==> src/rtl/gate_in_debounce.sv <==
// Two-channel switch debouncer feeding a 2-input gate.
// Ports: clk, rst_n, a_raw/b_raw in; a/b levels, a_chg/b_chg pulses out.

module gate_in_debounce_ch #(
  parameter int STABLE_CNT = 4,
  parameter int CNT_W      = 4
) (
  input  logic clk,
  input  logic rst_n,
  input  logic raw,
  output logic q,
  output logic chg
);

  typedef enum logic {
    STABLE  = 1'b0,
    PENDING = 1'b1
  } state_t;

  localparam logic [CNT_W-1:0] CNT_MAX =
    CNT_W'(STABLE_CNT - 1);

  state_t           state;
  logic             s1;
  logic             s2;
  logic [CNT_W-1:0] cnt;

  // The STABLE->PENDING edge already counts as the first
  // disagreeing sample, so entry loads 1 and the toggle
  // lands STABLE_CNT edges after s2 first differs.
  always_ff @(posedge clk or negedge rst_n) begin
    if (!rst_n) begin
      s1    <= 1'b0;
      s2    <= 1'b0;
      cnt   <= '0;
      q     <= 1'b0;
      chg   <= 1'b0;
      state <= STABLE;
    end else begin
      s1  <= raw;
      s2  <= s1;
      chg <= 1'b0;
      unique case (state)
        STABLE: begin
          if (s2 != q) begin
            if (CNT_MAX == '0) begin
              q   <= ~q;
              chg <= 1'b1;
            end else begin
              cnt   <= CNT_W'(1);
              state <= PENDING;
            end
          end
        end
        PENDING: begin
          if (s2 == q) begin
            cnt   <= '0;
            state <= STABLE;
          end else if (cnt == CNT_MAX) begin
            q     <= ~q;
            chg   <= 1'b1;
            cnt   <= '0;
            state <= STABLE;
          end else begin
            cnt <= cnt + CNT_W'(1);
          end
        end
        default: begin
          cnt   <= '0;
          state <= STABLE;
        end
      endcase
    end
  end

endmodule

module gate_in_debounce #(
  parameter int STABLE_CNT = 4,
  parameter int CNT_W      = 4
) (
  input  logic clk,
  input  logic rst_n,
  input  logic a_raw,
  input  logic b_raw,
  output logic a,
  output logic b,
  output logic a_chg,
  output logic b_chg
);

  if (STABLE_CNT < 1 ||
      STABLE_CNT > (1 << CNT_W)) begin : g_bad_param
    $error("gate_in_debounce: STABLE_CNT out of range");
  end

  gate_in_debounce_ch #(
    .STABLE_CNT(STABLE_CNT),
    .CNT_W     (CNT_W)
  ) u_ch_a (
    .clk  (clk),
    .rst_n(rst_n),
    .raw  (a_raw),
    .q    (a),
    .chg  (a_chg)
  );

  gate_in_debounce_ch #(
    .STABLE_CNT(STABLE_CNT),
    .CNT_W     (CNT_W)
  ) u_ch_b (
    .clk  (clk),
    .rst_n(rst_n),
    .raw  (b_raw),
    .q    (b),
    .chg  (b_chg)
  );

endmodule

==> config.mk <==
export PLATFORM = sky130hd
export DESIGN_NAME = gate_in_debounce
export DESIGN_NICKNAME = d
export VERILOG_FILES = /design/src/rtl/gate_in_debounce.sv
export SDC_FILE = /design/constraint.sdc
export NUM_CORES = 1
export LEC_CHECK = 0
export CAP_MARGIN = 15
export CORE_MARGIN = 10
export CORE_UTILIZATION = 41
export DETAILED_ROUTE_END_ITERATION = 10
export SETUP_SLACK_MARGIN = 0.3
export SYNTH_ARGS = -nofsm -noshare
export SYNTH_HDL_FRONTEND = slang
export SYNTH_SLANG_ARGS = --single-unit
export TNS_END_PERCENT = 10
==> constraint.sdc <==
create_clock -name clk -period 1.75 [get_ports clk]
set_clock_uncertainty 0.1 [all_clocks]
set_input_delay 0.35 -clock clk [delete_from_list [all_inputs] [get_ports clk]]
set_output_delay 0.35 -clock clk [all_outputs]
set_load 0.01 [all_outputs]
==> reports/metrics.yaml, run 1 <==
status: "finished, final reports clean"
fin_crit_sh_pct: 86.1
slew_viol_final: 0
dr_total_vias: 464
synth_top_area_cell: "dfrtp_1"
numCtsBuffers: 3
cts_max_path_buffers: 2
fmax_ghz: 0.664
rrSetupSlack_ps: 240
antennaDiodeCount: 0
cts_tree: "yes"
r2r_cells: 4
slew_headroom_pct: 75.4
crit_type: "register to register"
coreArea_um2: 1730
worstReg2RegStart: "u_ch_a.cnt[0]$_DFFE_PN0P_"
fp-row-count: 15
avgSynthCellArea_um2: 12.6
syn_area_um2: 753
synth_fp_nets: 66
yosys.area.top_type_share_pct: 59.8
yosys_warnings: 0
cts_root_buf: "clkbuf_4"
die-height_um: 62.9
p_seq_share_pct: 49.9
powerDensity_nw_per_um2: 1360
worst_slack_ps: 243
p_int_mw: 0.838
rsz0062_at_grt: "yes"
hold_buffers: 0
antenna_found_initial: 0
grt_usage_pct: 6.82
drive_gt1_share_pct: 16.4
die_area_um2: 3950
crit_path_max_fanout: 4
place_congestion: 0.654
drt_iter0_drc: 3
setup_tns_ps: 0
die_w_um: 62.9
arrival_ps: 1580
hp-class: "register to register"
initial_core_util_pct: 43.6
min_path_cells: 0
required_ps: 1830
grt_pass1_vias: 486
rr_endpoint: "u_ch_a.q$_DFFE_PN0P_"
path_clk_slew_ps: 100
wl_um: 1190
io_buffers: 7
area_growth_pct: 20.1
grt_max_degree: 19
worstSkewPairLatency_ps: 280
cp-end-kind: "register"
wl_per_cell_um: 12.1
p_sw_share_pct: 32.0
min_to: "u_ch_b.s2$_DFF_PN0_"
synth_cells: 60
p_sw_mw: 0.394
postCtsSetupBuffers: 0
routed_via_density: 4.73
firstDrtPassIters: 2
drv_cap: 0
min_from: "u_ch_b.s1$_DFF_PN0_"
start_kind: "register"
pin_count: 8
yosysSeqAreaShare_pct: 59.8
ir_worst_vdd_mv: 0.666
pwr-share-comb_pct: 30.0
leakagePower_nw: 0.420
cts_htree_levels: 1
ys_seq_elements: 18
drc: 0
layout.nets: 80
pwr-share-clk_pct: 20.1
antenna_left: 0
final_hold_viol_count: 0
fin_crit_ps: 1510
grt_pass1_wl_um: 2190
post-dp-hpwl_um: 842
yosysUniqueCellTypes: 22
cts_sinks: 18
pre_cts_slack_ps: 255
worstMarginPinSlew_ps: 368
grt_overflow: 0
synthTopCellsByArea: "dfrtp_1, nand3b_1, ha_1, mux2_2, nand2_1"
setup_viol: 0
## worst max-delay path by stage
stage | to | cells after the start | start
floorplan | u_ch_a.q$_DFFE_PN0P_ | 4 | u_ch_a.cnt[0]$_DFFE_PN0P_
global placement | u_ch_a.q$_DFFE_PN0P_ | 4 | u_ch_a.cnt[0]$_DFFE_PN0P_
detailed placement | u_ch_a.q$_DFFE_PN0P_ | 4 | u_ch_a.cnt[0]$_DFFE_PN0P_
CTS | b_chg | 1 | u_ch_b.chg$_DFF_PN0_
global route | u_ch_a.q$_DFFE_PN0P_ | 4 | u_ch_a.cnt[0]$_DFFE_PN0P_
finish | u_ch_a.q$_DFFE_PN0P_ | 4 | u_ch_a.cnt[0]$_DFFE_PN0P_
## stage by stage
stage	power (mW)	instance area, um^2	hold slack (ps)	instances	utilization (%)
after floorplan	0.861	753	-45.6	60	-
after global routing	1.34	905	288	98	52.4
after CTS	1.26	902	273	98	52.2
after global placement	1.01	870	244	94	50.4
after detailed placement	1.02	870	237	94	50.4
final	1.23	905	264	98	52.4
## registers in the layout, summed over array words and instances, names as in the netlist
name and count:
u_ch_a.cnt 4, u_ch_b.cnt 4, u_ch_a.chg 1, u_ch_a.q 1, u_ch_a.s1 1, u_ch_a.s2 1
u_ch_a.state 1, u_ch_b.chg 1, u_ch_b.q 1, u_ch_b.s1 1, u_ch_b.s2 1, u_ch_b.state 1
## per-layer routing
layer	global-route usage (%)	up-vias	share of wire [%]
met5	0	-	0
met4	3.35	0	1.6
met3	3.58	2	5.7
met2	9.39	9	42
met1	8.39	219	51
li1	-	234	-
## cell type report
cell class / count / area, um^2
fill: 173 / 822
sequential: 18 / 450
multi-input combinational: 41 / 299
timing repair buffer: 9 / 83.8
clock buffer: 4 / 36.3
tap: 25 / 31.3
inverter: 1 / 3.75
## cells in the mapped netlist (all sizes together)
cell type / count
a211oi: 1
nand3: 2
nor2b: 3
ha: 2
a21oi: 2
mux2i: 1
nand3b: 4
nand2b: 2
o21a: 1
xnor2: 2
dfrtp: 18
nand2: 6
nor2: 2
xor2: 2
o22ai: 2
inv: 1
mux2: 3
nor3b: 1
o21ai: 4
and4bb: 1
## worst max-delay path, stage by stage (launching register included)
cell and delay (ps):
dfrtp_1 410, ha_1 190, nor3b_2 270, nand2_1 130
mux2_4 310
## cells by family after synthesis
kind of cell / Yosys count / share of synthesized area [%]
muxes: 4 / 6.31
and+or+nand+nor: 21 / 16.8
adders and majority gates: 2 / 3.32
xor gates and xnor gates: 4 / 5.65
buffers and inverters: 1 / 0.498
AOI/OAI and AO/OA: 10 / 7.64
DFF: 18 / 59.8
## placed cells by master, fill, tap and decap left out
cell type / synthesis / final
nand3_1: 2 / 2
dfrtp_1: 18 / 18
xor2_1: 2 / 2
inv_1: 1 / 1
a211oi_1: 1 / 1
nor2_1: 2 / 2
xnor2_2: 1 / 1
mux2i_1: 1 / 1
o21a_1: 1 / 1
and4bb_2: 1 / 1
o22ai_1: 2 / 2
buf_4: 0 / 2
nand3b_1: 4 / 4
mux2_2: 2 / 2
clkbuf_8: 0 / 1
nor3b_2: 1 / 1
dlymetal6s2s_1: 0 / 1
nor2b_1: 3 / 3
clkbuf_4: 0 / 3
a21oi_1: 2 / 2
mux2_4: 1 / 1
ha_1: 2 / 2
clkdlybuf4s50_1: 0 / 3
o21ai_0: 4 / 4
nand2b_1: 2 / 2
dlygate4sd2_1: 0 / 3
nand2_1: 6 / 6
xnor2_1: 1 / 1
## power by group through the flow
| stage | Combinational [mW] | Sequential (mW) | Clock, mW |
|---|---|---|---|
| floorplan | 0.245 | 0.616 | 0 |
| global route | 0.427 | 0.638 | 0.273 |
| global placement | 0.389 | 0.622 | 0 |
| CTS | 0.380 | 0.617 | 0.259 |
| finish | 0.370 | 0.615 | 0.248 |
| detailed placement | 0.394 | 0.627 | 0 |
## repair_timing
item,4_1_cts,5_1_grt
cloned,0,0
gates resized for setup,3,1
endpoints found under the setup margin,5,6
Note: power is estimated with default switching activity, not from simulation.
==> run 2: changes to the inputs <==
--- a/constraint.sdc
+++ b/constraint.sdc
@@ -4,2 +4,2 @@
 set_output_delay 0.35 -clock clk [all_outputs]
-set_load 0.01 [all_outputs]
+set_load 0.1 [all_outputs]
==> reports/metrics.yaml, run 2 (synthesis results as in run 1) <==
status: "finished, final reports clean"
antenna_left: 0  # unchanged
pwr-share-clk_pct: 13.0  # -7.1 points
fin_crit_ps: 1420  # -89.7 ps
pwr-share-comb_pct: 45.3  # +15 points
post-dp-hpwl_um: 863  # +2.5%
worstMarginPinSlew_ps: 356  # -11.8 ps
place_congestion: 0.711  # +8.9%
pre_cts_slack_ps: 276  # +21.0 ps
grt_pass1_vias: 492  # +1.2%
coreArea_um2: 1730  # unchanged
path_clk_slew_ps: 90  # about the same
fmax_ghz: 0.706  # +6.3%
p_sw_share_pct: 40.6  # +8.6 points
start_kind: "register"
grt_usage_pct: 7.02  # +0.20 points
crit_type: "register to register"
die-height_um: 62.9  # unchanged
final_hold_viol_count: 0  # unchanged
hp-class: "register to register"
cts_tree: "yes"
slew_headroom_pct: 76.1  # +0.79 points
pin_count: 8  # unchanged
cts_sinks: 18  # unchanged
firstDrtPassIters: 5  # +3
required_ps: 1830  # about the same
setup_tns_ps: 0  # unchanged
cts_htree_levels: 1  # unchanged
fill_cells: 163  # -5.8%
final_common_cell: "dfrtp_1"
slew_viol_final: 0  # unchanged
dr_total_vias: 470  # +1.3%
powerDensity_nw_per_um2: 1580  # +16%
wl_per_cell_um: 12.8  # +5.8%
grt_max_degree: 19  # unchanged
grt_pass1_wl_um: 2260  # +2.8%
min_from: "u_ch_b.s1$_DFF_PN0_"
numCtsBuffers: 3  # unchanged
layout.nets: 82  # +2.5%
io_buffers: 7  # unchanged
routed_via_density: 4.75  # +0.27%
antenna_found_initial: 0  # unchanged
drive_gt1_share_pct: 28.4  # +12 points
wl_um: 1270  # +6.9%
ir_worst_vdd_mv: 1.33  # +99%
p_sw_mw: 0.624  # +58%
die_area_um2: 3950  # unchanged
area_growth_pct: 28.9
cts_max_path_buffers: 2  # unchanged
crit_path_max_fanout: 4  # unchanged
arrival_ps: 1490  # -90 ps
drt_iter0_drc: 2  # -1
layout.area.seq_um2: 453  # +0.56%
worst_slack_ps: 333  # +89.7 ps
multiInputGateArea_um2: 320  # +7.1%
drc: 0  # unchanged
setup_viol: 0  # unchanged
worstReg2RegStart: "u_ch_b.cnt[0]$_DFFE_PN0P_"
drv_cap: 0  # unchanged
p_seq_share_pct: 41.8  # -8.1 points
final_cell_mix: "dfrtp_1, nand2_1"
grt_overflow: 0  # unchanged
antennaDiodeCount: 0  # unchanged
rsz0062_at_grt: "yes"
cp-end-kind: "register"
critPathLaunch: "u_ch_b.cnt[0]$_DFFE_PN0P_"
die_w_um: 62.9  # unchanged
cts_root_buf: "clkbuf_4"
fp-row-count: 15  # unchanged
top_regs: "u_ch_a.cnt (4), u_ch_b.cnt (4)"
leakagePower_nw: 0.412  # -1.9%
p_int_mw: 0.911  # +8.7%
fin_crit_sh_pct: 81.0  # -5.1 points
worstSkewPairLatency_ps: 280  # about the same
initial_core_util_pct: 43.6  # unchanged
run 2: cell types whose count changed in the layout (fill, tap and decap cells not counted), sizes merged:
cell          before  now
clkbuf             4    3
buf                2    8
dlymetal6s2s       1    0
dlygate4sd2        3    0
run 2: timing repair:
| action | 4_1_cts | 5_1_grt |
|---|---|---|
| setup buffers | 2 | 0 |
| endpoints found under the setup margin | 1 | 2 |
| resized for setup | 1 | 3 |
| hold buffers | 0 | 0 |
| pin swaps | 0 | 0 |
run 2: worst paths after layout:
check	to	slack (ps)	depth (start not counted)
worst max-delay path	u_ch_b.q$_DFFE_PN0P_	330	3
worst min-delay path	u_ch_b.s2$_DFF_PN0_	270	0
worst max register to register	u_ch_b.q$_DFFE_PN0P_	330	3
worst min register to register	u_ch_b.s2$_DFF_PN0_	270	0
max in group asynchronous	u_ch_b.q$_DFFE_PN0P_	1060	2
min in group asynchronous	u_ch_a.cnt[3]$_DFFE_PN0P_	280	2
run 2: area by class of cell:
type,count,share of cell area (%)
repair buffers,11,14.4
clock buffers,3,2.32
multi-input cells,41,33.0
inverters,1,0.387
well taps,25,3.22
flip-flops and latches,18,46.6
run 2: critical path, stage by stage (launching register included):
cell and delay, ps:
dfrtp_1 400, ha_1 190, and4bb_2 280, mux2_2 340
run 2: power by group through the flow:
stage | logic [mW] | clock network [mW] | registers [mW]
after floorplan | 0.245 | 0 | 0.812
after global placement | 0.644 | 0 | 0.642
after detailed placement | 0.654 | 0 | 0.642
after CTS | 0.692 | 0.212 | 0.630
after global routing | 0.761 | 0.219 | 0.663
final | 0.695 | 0.199 | 0.641
run 2: metal layers:
metal  vias up  share of wire [%]  wire length (um)  global-route usage [%]
met3         4                4.4                56                    2.33
li1        238                  -                 -                       -
met1       219                 49               625                    8.53
met4         0                2.3                29                    5.03
met5         -                  0                 0                       0
met2         9                 44               561                    10.0
run 2: stage by stage:
stage | power, mW | hold slack [ps] | instances | instance area, um^2 | util [%]
after floorplan | 1.06 | -45.6 | 60 | 756 | -
after global placement | 1.29 | 241 | 94 | 912 | 52.8
after detailed placement | 1.30 | 245 | 94 | 912 | 52.8
after CTS | 1.53 | 273 | 99 | 956 | 55.4
after global routing | 1.64 | 284 | 99 | 971 | 56.2
final | 1.53 | 272 | 99 | 971 | 56.2
==> run 3: changes to the inputs <==
- clock period: 1.75 -> 1.5 ns (I/O delays scaled with it)
==> reports/metrics.yaml, run 3 (synthesis results as in run 1) <==
status: "finished, final reports clean"
antenna_left: 0  # unchanged
slew_viol_final: 0  # unchanged
ir_worst_vdd_mv: 1.29  # -2.7%
grt_max_degree: 19  # unchanged
top_regs: "u_ch_a.cnt (4), u_ch_b.cnt (4)"
worst_slack_ps: 92.4  # -241 ps
drc: 0  # unchanged
grt_overflow: 0  # unchanged
area_growth_pct: 37.9
final_hold_viol_count: 0  # unchanged
coreArea_um2: 1730  # unchanged
die_area_um2: 3950  # unchanged
wl_met2_um: 554  # -1.2%
firstDrtPassIters: 1  # -4
fill_cells: 155  # -4.9%
initial_core_util_pct: 43.6  # unchanged
wl_per_cell_um: 12.0  # -6.5%
drv_cap: 0  # unchanged
cts_tree: "yes"
slew_headroom_pct: 82.9  # +6.8 points
numCtsBuffers: 3  # unchanged
post-dp-hpwl_um: 874  # +1.3%
crit_path_max_fanout: 3  # -1
dr_total_vias: 507  # +7.9%
fmax_ghz: 0.710  # +0.67%
multiInputGateArea_um2: 340  # +6.2%
antennaDiodeCount: 0  # unchanged
max_stage_delay_ps: 360  # -40 ps
final_cell_mix: "dfrtp_1, buf_4, nand2_1"
fin_crit_ps: 1410  # -9.38 ps
die-height_um: 62.9  # unchanged
wl_met1_um: 626  # +0.16%
placedInstanceArea_um2: 953  # +4.5%
fin_crit_sh_pct: 93.8  # +13 points
top_layer: "met4"
fp-row-count: 15  # unchanged
slowest_stage: "dfrtp_1"
wl_um: 1260  # -0.86%
pre_cts_slack_ps: 75.3  # -201 ps
design_area_um2: 1040  # +7.0%
path_clk_slew_ps: 90  # about the same
cts_sinks: 18  # unchanged
cts_root_buf: "clkbuf_4"
drive_gt1_share_pct: 35.0  # +6.6 points
grt_pass1_vias: 463  # -5.9%
routed_via_density: 4.83  # +1.7%
crit_chain: "ha_2 -> nor3b_4 -> nand2_2 -> mux2_4"
final_common_cell: "dfrtp_1"
crit_type: "register to register"
grt_pass1_wl_um: 2130  # -5.8%
layout.area.seq_um2: 455  # +0.55%
arrival_ps: 1490  # about the same
hp-class: "input pin to async pin"
worstMarginPinSlew_ps: 256  # -100 ps
setup_tns_ps: 0  # unchanged
pin_count: 8  # unchanged
grt_usage_pct: 6.62  # -0.40 points
setup_viol: 0  # unchanged
leakagePower_nw: 0.450  # +9.2%
worstSkewPairLatency_ps: 280  # about the same
rsz0062_at_grt: "yes"
cp-end-kind: "register"
cts_htree_levels: 1  # unchanged
cts_max_path_buffers: 2  # unchanged
io_buffers: 7  # unchanged
start_kind: "register"
required_ps: 1580  # -250 ps
powerDensity_nw_per_um2: 1840  # +17%
layout.nets: 88  # +7.3%
drt_iter0_drc: 0  # -2
die_w_um: 62.9  # unchanged
wl_met3_um: 56  # unchanged
antenna_found_initial: 0  # unchanged
place_congestion: 0.722  # +1.5%
==> run 3: cell count changes in the layout (fill, tap and decap cells not counted), sizes merged <==
cell  previous run  this run
buf              8        14
==> run 3: worst paths after layout <==
| kind | from | end | slack (ps) | depth (start not counted) |
|---|---|---|---|---|
| setup / recovery | u_ch_a.cnt[0]$_DFFE_PN0P_ | u_ch_a.q$_DFFE_PN0P_ | 90 | 4 |
| hold / removal | rst_n | u_ch_b.q$_DFFE_PN0P_ | 230 | 2 |
| setup reg to reg | u_ch_a.cnt[0]$_DFFE_PN0P_ | u_ch_a.q$_DFFE_PN0P_ | 90 | 4 |
| hold reg to reg | u_ch_b.s1$_DFF_PN0_ | u_ch_b.s2$_DFF_PN0_ | 260 | 0 |
| max in group asynchronous | rst_n | u_ch_b.q$_DFFE_PN0P_ | 870 | 2 |
| min in group clk | u_ch_b.s1$_DFF_PN0_ | u_ch_b.s2$_DFF_PN0_ | 260 | 0 |
==> run 3: where the power goes <==
| group | switching (mW) | total [mW] | internal (mW) |
|---|---|---|---|
| clock | 0.136 | 0.229 | 0.0933 |
| combinational | 0.484 | 0.944 | 0.460 |
| sequential | 0.133 | 0.741 | 0.608 |
==> run 3: timing repair <==
action | 4_1_cts | 5_1_grt
buffers inserted | 5 | 3
hold buffers | 0 | 0
setup endpoints to repair | 12 | 18
pin swaps | 0 | 2
resized for setup | 1 | 0
==> run 3: layout make-up <==
cell class                      count  area share [%]
Multi-Input combinational cell     41            32.8
Clock buffer                        3            2.17
Tap cell                           25            3.01
Timing Repair Buffer               17            17.8
Sequential cell                    18            43.9
Inverter                            1           0.361
==> run 3: stage by stage <==
stage / util, % / hold WS (ps) / cells / power (mW)
finish: 60.1 / 226 / 105 / 1.91
global route: 60.1 / 230 / 105 / 2.04
CTS: 58.8 / 221 / 102 / 1.89
detailed placement: 55.2 / 237 / 94 / 1.59
global placement: 55.2 / 233 / 94 / 1.58
floorplan: - / -95.6 / 60 / 1.31
==> run 3: worst max-delay path: cells and delay by family, from the launching register on <==
kind	cells	cell delay, ps
flops	1	360
simple gates	2	350
mux	1	300
fa+ha+maj	1	190
==> run 3: layer usage <==
layer	vias up	GRT usage [%]
li1	249	-
met1	245	8.94
met2	9	8.25
met3	4	2.69
met4	0	4.19
met5	-	0
